`src/rtl/spi_bus_arbiter.sv`:
```
// ---------------------------------------------------------------------------
// spi_bus_arbiter
//
// Shares one flash SPI pad group between N_REQ SPI masters. Arbitration is
// round-robin: the search starts at the requester after the last owner.
// A grant is held until the owner drops its request; there is no preemption.
// After every release the bus is held idle (CS high) for GAP_CYCLES cycles,
// so the flash always sees a clean CS rising edge before a new owner starts.
//
// Ports
//   clk       system clock
//   rst       synchronous active-high reset
//   req       per-master bus request (level, held for whole ownership)
//   gnt       per-master grant, one-hot or zero, registered
//   m_sclk    per-master SCLK
//   m_cs      per-master CS (active-low)
//   m_sdo     per-master MOSI
//   m_sdi     MISO broadcast to all masters (wire from spi_sdi)
//   spi_sclk  pad SCLK
//   spi_cs    pad CS (active-low)
//   spi_sdo   pad MOSI
//   spi_sdi   pad MISO
//   busy      high while a master owns the bus or the gap is running
//   owner     index of current / last grantee
// ---------------------------------------------------------------------------
module spi_bus_arbiter #(
  parameter int N_REQ      = 2,
  parameter int GAP_CYCLES = 4,
  parameter int W_IDX      = (N_REQ > 1) ? $clog2(N_REQ) : 1
) (
  input  logic             clk,
  input  logic             rst,
  input  logic [N_REQ-1:0] req,
  output logic [N_REQ-1:0] gnt,
  input  logic [N_REQ-1:0] m_sclk,
  input  logic [N_REQ-1:0] m_cs,
  input  logic [N_REQ-1:0] m_sdo,
  output logic             m_sdi,
  output logic             spi_sclk,
  output logic             spi_cs,
  output logic             spi_sdo,
  input  logic             spi_sdi,
  output logic             busy,
  output logic [W_IDX-1:0] owner
);

  typedef enum logic [1:0] {
    IDLE  = 2'd0,
    GRANT = 2'd1,
    GAP   = 2'd2
  } state_t;

  state_t             state, state_nx;
  logic [N_REQ-1:0]   gnt_nx;
  logic [W_IDX-1:0]   owner_nx;
  logic [7:0]         gap_cnt, gap_cnt_nx;

  logic               pick_found;
  logic [W_IDX-1:0]   pick_idx;
  logic [W_IDX-1:0]   cand;

  // Round-robin search: walk upward from owner+1, wrapping, and take the
  // first requester found. Wrapping through owner itself lets the last owner
  // win again when it is the only requester.
  always_comb begin
    pick_found = 1'b0;
    pick_idx   = '0;
    cand       = '0;
    for (int i = 1; i <= N_REQ; i++) begin
      cand = W_IDX'((int'(owner) + i) % N_REQ);
      if (!pick_found && req[cand]) begin
        pick_found = 1'b1;
        pick_idx   = cand;
      end
    end
  end

  always_comb begin
    state_nx   = state;
    gnt_nx     = gnt;
    owner_nx   = owner;
    gap_cnt_nx = gap_cnt;
    unique case (state)
      IDLE: begin
        if (pick_found) begin
          state_nx = GRANT;
          gnt_nx   = N_REQ'(1) << pick_idx;
          owner_nx = pick_idx;
        end
      end
      GRANT: begin
        if (!req[owner]) begin
          state_nx   = GAP;
          gnt_nx     = '0;
          gap_cnt_nx = 8'(GAP_CYCLES - 1);
        end
      end
      GAP: begin
        if (gap_cnt == 8'd0) begin
          state_nx = IDLE;
        end else begin
          gap_cnt_nx = gap_cnt - 8'd1;
        end
      end
      default: begin
        state_nx = IDLE;
        gnt_nx   = '0;
      end
    endcase
  end

  // owner resets to the last index so requester 0 wins the first search.
  always_ff @(posedge clk) begin
    if (rst) begin
      state   <= IDLE;
      gnt     <= '0;
      owner   <= W_IDX'(N_REQ - 1);
      gap_cnt <= 8'd0;
    end else begin
      state   <= state_nx;
      gnt     <= gnt_nx;
      owner   <= owner_nx;
      gap_cnt <= gap_cnt_nx;
    end
  end

  // Pads follow the owner only while in GRANT; otherwise the bus is parked
  // with CS high so a master releasing with CS low is cut off immediately.
  logic in_grant;
  assign in_grant = (state == GRANT);

  assign spi_sclk = in_grant ? m_sclk[owner] : 1'b0;
  assign spi_cs   = in_grant ? m_cs[owner]   : 1'b1;
  assign spi_sdo  = in_grant ? m_sdo[owner]  : 1'b0;
  assign m_sdi    = spi_sdi;
  assign busy     = (state != IDLE);

endmodule

```
`config.mk`:
```
export PLATFORM = sky130hd
export DESIGN_NAME = spi_bus_arbiter
export DESIGN_NICKNAME = d
export VERILOG_FILES = /design/src/rtl/spi_bus_arbiter.sv
export SDC_FILE = /design/constraint.sdc
export NUM_CORES = 1
export LEC_CHECK = 0
export BUFFER_PORTS_ARGS = -buffer_cell sky130_fd_sc_hd__buf_2
export CORE_MARGIN = 3
export CORE_UTILIZATION = 30
export CTS_BUF_LIST = sky130_fd_sc_hd__clkbuf_8 sky130_fd_sc_hd__clkbuf_16
export DETAILED_ROUTE_END_ITERATION = 7
export PLACE_DENSITY_LB_ADDON = 0.2
export RECOVER_POWER = 50
export SLEW_MARGIN = 10
export SYNTH_ARGS = -nofsm -noshare
export SYNTH_HDL_FRONTEND = slang
export SYNTH_SLANG_ARGS = --single-unit
```
`constraint.sdc`:
```
create_clock -name clk -period 3.3 [get_ports clk]
set_input_delay 0.99 -clock clk [delete_from_list [all_inputs] [get_ports clk]]
set_output_delay 0.99 -clock clk [all_outputs]
set_load 0.03 [all_outputs]
```
==> results.md, run 1 <==
- Walking the worst path, the cells encountered are buf_2, mux2i_1, nand2_1, buf_2.
- The via count of the first global-routing pass was 682.
- The ratio of total power to cell area is 498 nW/um2.
- The maximum fanout along the worst path is 1.
- Setup repair after global routing left no endpoint under its margin.
- For this run the aggregate overflow at the end of global routing stands at 0.
- The worst hold margin is 0.470 ns.
- Synthesis produced a netlist whose cell count is 107.
- The peak clock frequency supported by timing is 410 MHz.
- After synthesis, the cell types taking the most area are sky130_fd_sc_hd__dfxtp_1, sky130_fd_sc_hd__mux2i_1, sky130_fd_sc_hd__nand2b_1.
- The sequential share of the synthesized area is 30.2%.
- The detailed router placed 757 vias in this run.
- The clock latency of the later-clocked register in the worst-skew pair is 0.25 ns.
- After synthesis, the largest family of logic cells by area is simple AND/OR/NAND/NOR gates.
- The fraction of met2 tracks used by global routing is 16.5%.
- When the netlist entered floorplanning its net count stood at 120.
- The max-slew violation count is 0.
- The part of the cycle the worst path needs is 74.0%.
- The number of gates resized after CTS was 0.
- The initialized floorplan defines 18 standard-cell rows.
- In this run the deepest clock path goes through 2 buffers.
- The post-synthesis to final-layout area growth is 14.2%.
- The type of element launching the critical path is an input pin.
- STA puts the critical path data arrival time at 1.45 ns.
- The run finished with clean final reports.
- The worst register-to-register path begins at owner.
- The vias per cell is 5.08.
- The utilization after layout is 37.7%.
- Entering global routing, the biggest net connects 17 pins.
- Once detailed placement completed, the half-perimeter wirelength came to 1300 um.
- The net total in the final layout is 133.
- The worst ir drop on vdd is 0.000211 V.
- Of all cell types, the one taking the most synthesized area is sky130_fd_sc_hd__dfxtp_1.
- In this run the biggest area consumer among cell types represents 30.2% of the synthesized area.
- For this configuration, the core starts out at a cell density of 33.0%.
- The required time of the worst setup path is 2.31 ns.
- The xor/xnor share of the synthesized area is 0%.
- The die footprint is 3550 um2.
- The number of diodes is 0.
- The first global-routing pass estimated 2950 um of wire.
- Measured against the total synthesized area, the mux share comes to 10.4%.
- Setup violations remaining at the end of the flow were counted as 0.
- For the pin with the worst max-slew slack, the measured transition is 0.769 ns.
- Across the run, the number of max-cap violations was 0.
- Global routing used 11.3% of the available tracks across all layers.
- Clock-pin slew was measured on the worst setup and hold paths at 0.05 ns.
- The most numerous cell type found on the critical path is sky130_fd_sc_hd__buf_2.
- The residual DRC count is 0.
- The number of antenna violations at the first check in global routing was 0.
- The hold violation total from the final report came to 0.
- A synthesized cell averages 8.06 um2.
- Headroom to the max-slew limit came out at 48.7%.
- 19 I/O pins were placed.
- The cell count of the worst reg-to-reg path is 4.
- After global routing, the most crowded layer is met2.
- For this block, the routed nets add up to 1760 um of wire.
- The worst register-to-register path ends at gap_cnt[6].
- On the worst path, the slowest cell contributes a delay of 0.18 ns.
- For met3 alone, demand over resource in global routing was 2.83%.
- Among all stages on the critical path, the largest delay is contributed by sky130_fd_sc_hd__buf_2.
- For the final database, setup skew stands at 0.00119 ns.
- The count of buffering cells on the critical path with inverters included is 2.
- The worst setup slack for register-to-register paths is 1.44 ns.
- Summed over all failing endpoints, the final setup total negative slack is 0 ns.
- The number of H-tree branching levels is 1.
- The post-route netlist has 18.5% of its cells at a drive strength greater than 1.
- The die boundary width is 59.6 um.
- The tree built by TritonCTS fans out to 13 sinks.
- The cell depth of the worst min-delay path is 2.
- The first-pass iteration count of the detailed router is 4.
- The number of unique standard cell types used by synthesis is 32.
- In this run the most critical hold path is launched from gap_cnt[7].
- The die height is 59.6 um.
- The core region is 2610 um2.
- The worst setup path is captured at a primary output.
- Of the total synthesized cell area, the portion taken by full adders, half adders and majority gates is 2.90%.
- The post-synthesis instance area is 862 um2.
- The number of input and output port buffers inserted is 16.
- The critical path is of the in2out type.
- The worst hold path belongs to the class reg2reg.
- Clock tree synthesis inserted a total of 3 buffers.
- The number of warnings reported in the yosys synthesis log is 0.
- The congestion estimate from routability-driven global placement came to 0.713.
- The root buffer cell chosen for the clock tree is sky130_fd_sc_hd__clkbuf_8.
- TritonCTS built the clock tree.
- The flip-flop and latch count after synthesis is 13.
- After Yosys synthesis, and, or, nand and nor cells account for 30.3% of the synthesized area.
- The global routing met1 resource utilization is 14.0%.
- The number of hold buffers added after CTS is 0.
- The top cell family by delay on the critical path is buffers and inverters.
- The number of routed nets with antenna violations is 0.
- After the first detailed-routing iteration, the DRC count stood at 10.
- Once the clock tree was built, the setup fixing pass inserted 0 buffers.
- The complex-gate fraction of the synthesized area is 20.6%.
- Dividing the detail-routed wire length by the instance count gives 11.8 um.
- After filler insertion, the fill cell instance count of the layout stands at 277.
- The path with the worst hold slack has its endpoint at gap_cnt[7].
- The leakage power is 0.435 nW.
- The minimum period implied by the final worst setup slack is 2.44 ns.
[metal layers]
layer,vias to the layer above,wire length (um)
li1,398,-
met1,337,861
met2,17,734
met3,5,101
met4,0,58
met5,-,0
[cell usage in the layout (no fill, tap or decap), drive strengths merged, types with 2 or more instances in the layout]
master,count
nor3,3
nor4,2
o21ai,5
a211oi,3
nand3b,2
a21o,4
nand2b,10
mux2i,9
buf,13
ha,2
nand3,3
nand2,10
inv,4
a21oi,6
nor2b,3
dfxtp,13
and3,2
clkbuf,6
o211ai,2
nor2,8
[tightest hold or removal path: stages, from the launching register on]
cell and delay (ns):
sky130_fd_sc_hd__dfxtp_1 0.31, sky130_fd_sc_hd__nand2_1 0.05, sky130_fd_sc_hd__mux2i_1 0.05
[cell families after synthesis]
kind of cell | Yosys count
compound gates | 24
fa+ha+maj | 2
buf+inv | 11
flops | 13
mux | 9
simple gates | 48
[synth_stat cells]
cell,n
sky130_fd_sc_hd__inv_1,3
sky130_fd_sc_hd__o21a_4,1
sky130_fd_sc_hd__and3b_1,1
sky130_fd_sc_hd__nor2_1,8
sky130_fd_sc_hd__a21oi_1,6
sky130_fd_sc_hd__and3_1,2
sky130_fd_sc_hd__a21boi_0,1
sky130_fd_sc_hd__a221oi_1,1
sky130_fd_sc_hd__nor3_1,3
sky130_fd_sc_hd__dfxtp_1,13
sky130_fd_sc_hd__a211oi_1,3
sky130_fd_sc_hd__nor2b_1,3
sky130_fd_sc_hd__buf_1,2
sky130_fd_sc_hd__and2b_1,1
sky130_fd_sc_hd__nand2b_1,10
sky130_fd_sc_hd__buf_4,1
sky130_fd_sc_hd__o21ai_2,1
sky130_fd_sc_hd__o21ai_0,4
sky130_fd_sc_hd__or3b_2,1
sky130_fd_sc_hd__nor4_1,2
sky130_fd_sc_hd__buf_2,2
sky130_fd_sc_hd__a221o_1,1
sky130_fd_sc_hd__nand3_1,3
sky130_fd_sc_hd__ha_1,2
sky130_fd_sc_hd__clkbuf_1,3
sky130_fd_sc_hd__o211ai_2,2
sky130_fd_sc_hd__and2_1,1
sky130_fd_sc_hd__or4_4,1
sky130_fd_sc_hd__mux2i_1,9
sky130_fd_sc_hd__a21o_1,4
sky130_fd_sc_hd__nand3b_1,2
sky130_fd_sc_hd__nand2_1,10
[metrics by stage]
| stage | std cells | power [mW] | cell area (um2) | setup WS (ns) |
|---|---|---|---|---|
| 2_1_floorplan | 107 | 0.324 | 862 | 0.854 |
| 3_3_place_gp | 145 | 0.351 | 943 | 0.867 |
| 3_5_place_dp | 145 | 0.354 | 943 | 0.855 |
| 4_1_cts | 149 | 0.500 | 988 | 0.852 |
| 5_1_grt | 149 | 0.522 | 985 | 0.754 |
| 6_report | 149 | 0.490 | 985 | 0.859 |
[where the power goes]
part           total, mW  leakage [nW]  internal (mW)  switching (mW)
Combinational      0.149         0.302         0.0665          0.0827
Clock              0.140        0.0269         0.0823          0.0581
Sequential         0.200         0.107          0.175          0.0252
[area by class of cell]
class	count	area [um2]	area share [%]
Multi-Input combinational cell	83	554	56.3
Sequential cell	13	260	26.4
Timing Repair Buffer	16	76.3	7.75
Clock buffer	3	41.3	4.19
Tap cell	30	37.5	3.81
Inverter	3	11.3	1.14
Clock inverter	1	3.75	0.381
[sequential cells by signal, indices dropped and copies added (netlist names)]
signal	count
state	2
gnt	2
gap_cnt	8
owner	1
[how the worst max path moves through the flow]
stage,startpoint,end,cells after the start
after floorplan,m_sclk[1],spi_sclk,2
after global placement,m_cs[1],spi_cs,4
after detailed placement,m_cs[1],spi_cs,4
after CTS,m_cs[1],spi_cs,4
after global routing,state[0],spi_cs,3
final,m_cs[1],spi_cs,4
(Power assumes the default switching activity.)
==> run 2, diff against run 1 <==
clock period = 2.2 ns   (was 3.3 ns; I/O delays follow)
==> results.md, run 2 (synthesis results as in run 1) <==
- The run finished with clean final reports.
- The sequential power share is 40.0%.
- The number of setup buffers added after CTS is 0.
- The remaining max-slew budget at the tightest pin is 48.1%.
- Row generation in the floorplan step produced 18 rows.
- Once the clock tree was built, the resizer swapped 0 gates to a different size.
- The number of fillers in the final layout is 269.
- After the first detailed-routing iteration, the DRC count stood at 9.
- The first-pass iteration count of the detailed router is 4.
- For this run, the total global-route usage over all layers was measured as 12.1%.
- The smallest setup slack after layout is 0.181 ns.
- The flip-flop count of the largest register after layout is 8.
- After layout, the minimum clock period comes to 2.02 ns.
- The power consumption is 0.741 mW.
- The CTS tree is yes.
- The path class of the tightest hold or removal check is reg2reg.
- Setup repair after global routing left no endpoint under its margin.
- The number of diodes is 0.
- The tree is rooted in a sky130_fd_sc_hd__clkbuf_8.
- The core box area is 2610 um2.
- The vias per cell is 5.10.
- Measured in cells, the most critical reg-to-reg path has a length of 4.
- Clock-pin slew was measured on the worst setup and hold paths at 0.06 ns.
- The maximum number of pins on one net before global-route repair is 15.
- The final route contains 770 vias.
- The utilization after layout is 38.3%.
- The number of routed nets with antenna violations is 0.
- For this design the total switching power over the nets is 0.252 mW.
- The library cell used most frequently in the layout, excluding fill and tap cells, is sky130_fd_sc_hd__buf_2.
- The critical path class is reg2out.
- For the pin with the worst max-slew slack, the measured transition is 0.779 ns.
- STA classifies the critical path endpoint as a primary output.
- The area taken by flip-flops and latches is 260 um2.
- The residual DRC count is 0.
- Compared with the post-synthesis result, the final layout area differs by 16.1%.
- The type of element launching the critical path is a flip-flop.
- The clock latency of the later-clocked register in the worst-skew pair is 0.24 ns.
- The worst clock skew is 0.00219 ns.
- The tool flagged a number of max-cap violations equal to 0.
- The weighted congestion at the end of routability-driven global placement is 0.730.
- The die boundary width is 59.6 um.
- For this run the aggregate overflow at the end of global routing stands at 0.
- After the last flow step, the layout net total stands at 135.
- The I/O pin count is 19.
- Measured along the y axis, the die boundary spans 59.6 um.
- The library cells used most frequently in the layout, excluding fill and tap cells, are sky130_fd_sc_hd__buf_2, sky130_fd_sc_hd__dfxtp_1, sky130_fd_sc_hd__nand2b_1, sky130_fd_sc_hd__nand2_1, sky130_fd_sc_hd__mux2i_1.
- CTS built an H-tree with a depth of 1.
- The global-route wire length before repair is 3230 um.
- The area used by multi-input combinational logic is 554 um2.
- The worst setup timing slack at the placement stage is 0.181 ns.
- The placed instance count is 147.
- The initial standard-cell utilization of the core is 33.0%.
- In the final layout, the share of cells above drive strength 1 is 20.7%.
- The clock sink count is 13.
- Along the worst path, the maximum fanout reaches 13.
- The maximum clock path buffer count is 2.
- The number of antenna violations at the first check in global routing came to 0.
- After routing, the total negative slack on setup checks comes to 0 ns.
- The HPWL after detailed placement is 1360 um.
- In this run the power density over the cells is 741 nW/um2.
- The worst ir drop on vdd is 0.000290 V.
- The hold violation total from the final report was 0.
- For this run, the top clock speed supported by timing is 495 MHz.
- After detailed placement, the total cell area comes to 958 um2.
- The combinational group share of total power is 31.5%.
- The worst hold margin is 0.475 ns.
- The arrival time reported for the critical path endpoint is 1.36 ns.
- Buffers inserted to repair hold after CTS numbered 0.
- Net switching is 34.0% of the power.
- During placement, the flow inserted port buffers numbering 16.
- In the final layout, the registers with the most flip-flops are gap_cnt: 8 flops, gnt: 2 flops, state: 2 flops.
- TritonCTS created 3 clock buffers.
- Setup violations remaining at the end of the flow were counted as 0.
- Of the available clock period, the critical path in the final layout requires 91.8%.
- The cell depth of the worst min-delay path is 2.
- The post-detailed-route wirelength per cell is 12.2 um.
- The cell area after layout is 1000 um2.
- The max-slew violation count is 0.
- The clock network fraction of design power is 28.5%.
- The via count of the first global-routing pass is 741.
- The internal portion of total power is 0.489 mW.
- Ranked by flip-flop count, first place goes to gap_cnt.
- The post-route non-filler standard cell count is 151.
- The routed design has 1840 um of wire.
- STA puts the critical path data required time at 1.54 ns.
- The die footprint is 3550 um2.
- The leakage power is 0.448 nW.
==> run 2: cell count changes in the layout (fill, tap and decap cells not counted) <==
cell and change:
sky130_fd_sc_hd__buf_4 +2, sky130_fd_sc_hd__clkbuf_1 -1, sky130_fd_sc_hd__buf_2 +1
==> run 2: metal layers <==
metal  vias to the layer above  global-route usage, %  wire length (um)  share of wire (%)
li1                        407                      -                 -                  -
met1                       343                   15.9               932                 51
met2                        16                   17.3               759                 41
met3                         4                   3.05               105                5.7
met4                         0                   7.59                40                2.2
met5                         -                      0                 0                  0
==> run 2: power by group through the flow <==
stage	Clock, mW	Combinational [mW]	Sequential, mW
4_1_cts	0.218	0.237	0.296
6_report	0.212	0.234	0.296
2_1_floorplan	0	0.187	0.299
5_1_grt	0.228	0.261	0.302
3_5_place_dp	0	0.235	0.301
3_3_place_gp	0	0.233	0.300
==> run 2: worst max-delay path, cell delays in order (launching register included) <==
cell	delay, ns
sky130_fd_sc_hd__dfxtp_1	0.63
sky130_fd_sc_hd__mux2i_1	0.24
sky130_fd_sc_hd__nand2_1	0.06
sky130_fd_sc_hd__buf_2	0.19
==> run 2: layout make-up <==
type | instances | share of cell area (%)
Clock inverter | 1 | 0.375
Sequential cell | 13 | 26.0
Timing Repair Buffer | 18 | 9.25
Inverter | 3 | 1.13
Clock buffer | 3 | 4.13
Multi-Input combinational cell | 83 | 55.4
Tap cell | 30 | 3.75
==> run 2: path summary, 6_finish.rpt <==
check                             endpoint  slack (ns)        from
worst min-delay path            gap_cnt[6]        0.48  gap_cnt[6]
worst max register to register  gap_cnt[7]        0.32       owner
worst max-delay path                spi_cs        0.18       owner
worst min register to register  gap_cnt[6]        0.48  gap_cnt[6]
==> run 3, diff against run 2 <==
RECOVER_POWER = unset   (was 50)
==> results.md, run 3 (synthesis results as in run 1) <==
- The clock arrives with 0.00223 ns of skew.
- The post-detailed-route wirelength per cell is 12.2 um.
- The max-slew violation count is 0.
- The post-CTS setup buffer count is 0.
- Derived from the worst setup path, the maximum achievable clock frequency is 495 MHz.
- 0 antenna diodes ended up in the layout.
- From bottom edge to top edge, the die measures 59.6 um.
- The vias per cell is 5.09.
- Summing all multi-input logic gate instances after layout gives 554 um2.
- For this block, the routed nets add up to 1840 um of wire.
- The path class of the tightest hold or removal check is reg2reg.
- The remaining global-route overflow is 0.
- The register name with the most flops is gap_cnt.
- The I/O pin count is 19.
- Global routing used 12.1% of the available tracks across all layers.
- The via count of the first global-routing pass is 741.
- For this run, design rule violations remaining after detail routing come to 0.
- The number of cells upsized or downsized after cts is 0.
- The worst-margin pin slew is 0.780 ns.
- The worst hold path terminates at gap_cnt[6].
- Routability-driven placement finished with a final weighted congestion of 0.730.
- The area growth from synthesis to layout is 16.4%.
- Entering global routing, the biggest net connects 15 pins.
- The power consumption is 0.742 mW.
- The ratio of total power to cell area is 740 nW/um2.
- Setup repair after global routing left no endpoint under its margin.
- The leading cell type in the layout, fill and taps excluded is sky130_fd_sc_hd__buf_2.
- The clock passes through at most 2 buffers.
- The flow ran to the end, and the final reports show no timing, DRC or antenna violations.
- The maximum fanout along the worst path is 13.
- The count of max-cap constraint violations is 0.
- After routing, the total negative slack on setup checks comes to 0 ns.
- The CTS tree is yes.
- Among all stages on the critical path, the largest delay is contributed by sky130_fd_sc_hd__dfxtp_1.
- Across all register-to-register paths, the minimum setup slack is 0.32 ns.
- The initial standard-cell utilization of the core is 33.0%.
- The signal on the critical path passes through mux2i_1, nand2_1, buf_2.
- The worst pin sits at a relative slew slack of 48.0%.
- The global-route wire length before repair is 3230 um.
- The leakage power is 0.457 nW.
- The hold violation total from the final report was 0.
- The critical path is of the reg2out type.
- The launch instance of the worst min-delay path is gap_cnt[6].
- The top cell types in the final layout, fill and taps aside, are sky130_fd_sc_hd__buf_2, sky130_fd_sc_hd__dfxtp_1, sky130_fd_sc_hd__nand2b_1, sky130_fd_sc_hd__nand2_1, sky130_fd_sc_hd__mux2i_1.
- The die footprint is 3550 um2.
- The count of final setup violators is 0.
- The first TritonRoute pass finished after 4 iterations.
- The core box area is 2610 um2.
- The net total in the final layout is 135.
- The area taken by flip-flops and latches is 260 um2.
- The arrival time reported for the critical path endpoint is 1.36 ns.
- The largest registers in the layout are gap_cnt: 8 flops, gnt: 2 flops, state: 2 flops.
- IR analysis of the VDD net gives a maximum drop of 0.000291 V.
- The layout has 268 filler cells.
- Hold repair after CTS inserted 0 buffers.
- The reg-to-reg critical path startpoint is owner.
- For the worst-skew pair, the clock arrives at the later sink with an insertion delay of 0.24 ns.
- The number of input and output port buffers inserted is 16.
- The part of the cycle the worst path needs is 91.9%.
- The number of antenna violations at the first check in global routing was 0.
- The cell count of the worst reg-to-reg path is 4.
- The required time of the worst setup path is 1.54 ns.
- Detailed placement finished with a half-perimeter wire length of 1360 um.
- The flip-flop count of the largest register after layout is 8.
- STA classifies the critical path endpoint as a primary output.
- After clock tree synthesis, the clock-pin slew on the worst setup and hold paths is 0.06 ns.
- In this run the critical register-to-register path is captured at gap_cnt[7].
- Clock tree synthesis found a total of 13 sinks.
- The number of cell rows is 18.
- The die boundary width is 59.6 um.
- Buffers inserted during clock tree synthesis total 3.
- The detailed router's first-iteration violation count is 9.
- In this run the clock root is driven by a sky130_fd_sc_hd__clkbuf_8.
- Detailed routing inserted a total of 768 vias.
- The type of element launching the critical path is a flip-flop.
- On the worst path, the slowest cell contributes a delay of 0.63 ns.
- Cells with a size suffix above 1 make up 22.3% of the layout.
- The number of routed nets with antenna violations is 0.
- Counting instances, the worst hold path has a depth of 2.
- The number of H-tree branching levels is 1.
- The smallest clock period supported by the final layout is computed as 2.02 ns.
run 3: changes by cell type in the layout (fill, tap and decap cells not counted), sizes merged:
| cell | before | now |
|---|---|---|
| buf | 16 | 18 |
| clkbuf | 5 | 3 |
run 3: layout make-up:
type	instances	area share, %
repair buffers	18	9.48
clock buffers	3	4.11
well taps	30	3.74
inverters	3	1.12
multi-input cells	83	55.2
clock inverters	1	0.374
flip-flops and latches	13	25.9
run 3: layer usage:
| metal | share of wire, % | global-route usage [%] | up-vias | wire (um) |
|---|---|---|---|---|
| met1 | 51 | 15.9 | 341 | 931 |
| met4 | 2.2 | 7.59 | 0 | 40 |
| li1 | - | - | 407 | - |
| met2 | 41 | 17.3 | 16 | 758 |
| met5 | 0 | 0 | - | 0 |
| met3 | 5.7 | 3.05 | 4 | 104 |
run 3: worst max-delay path by stage:
stage	cells past startpoint	startpoint	endpoint	slack [ns]
after floorplan	3	owner	spi_sclk	0.14
after global placement	5	req[1]	gap_cnt[5]	0.30
after detailed placement	5	req[1]	gap_cnt[7]	0.18
after CTS	3	owner	spi_cs	0.16
after global routing	3	owner	spi_cs	0.05
final	3	owner	spi_cs	0.18
run 3: worst max-delay path: cells and delay by family (launching register included):
family | cells | cell delay (ns)
flip-flops | 1 | 0.63
buffers and inverters | 1 | 0.19
multiplexers | 1 | 0.24
AND/OR/NAND/NOR | 1 | 0.06
run 3: report_power, final:
group          internal, mW  total (mW)  switching, mW
clock network         0.123       0.212         0.0883
registers             0.263       0.296         0.0332
logic                 0.104       0.235          0.130
run 3: stage by stage:
stage          instance area [um2]  worst slack (ns)  utilization, %  hold WS [ns]  instances
3_3_place_gp                   958             0.297            36.7         0.458        147
3_5_place_dp                   958             0.181            36.7         0.467        147
6_report                      1000             0.179            38.4         0.475        151
2_1_floorplan                  862             0.145               -         0.438        107
5_1_grt                       1000            0.0476            38.4         0.511        151
4_1_cts                       1000             0.156            38.4         0.475        151
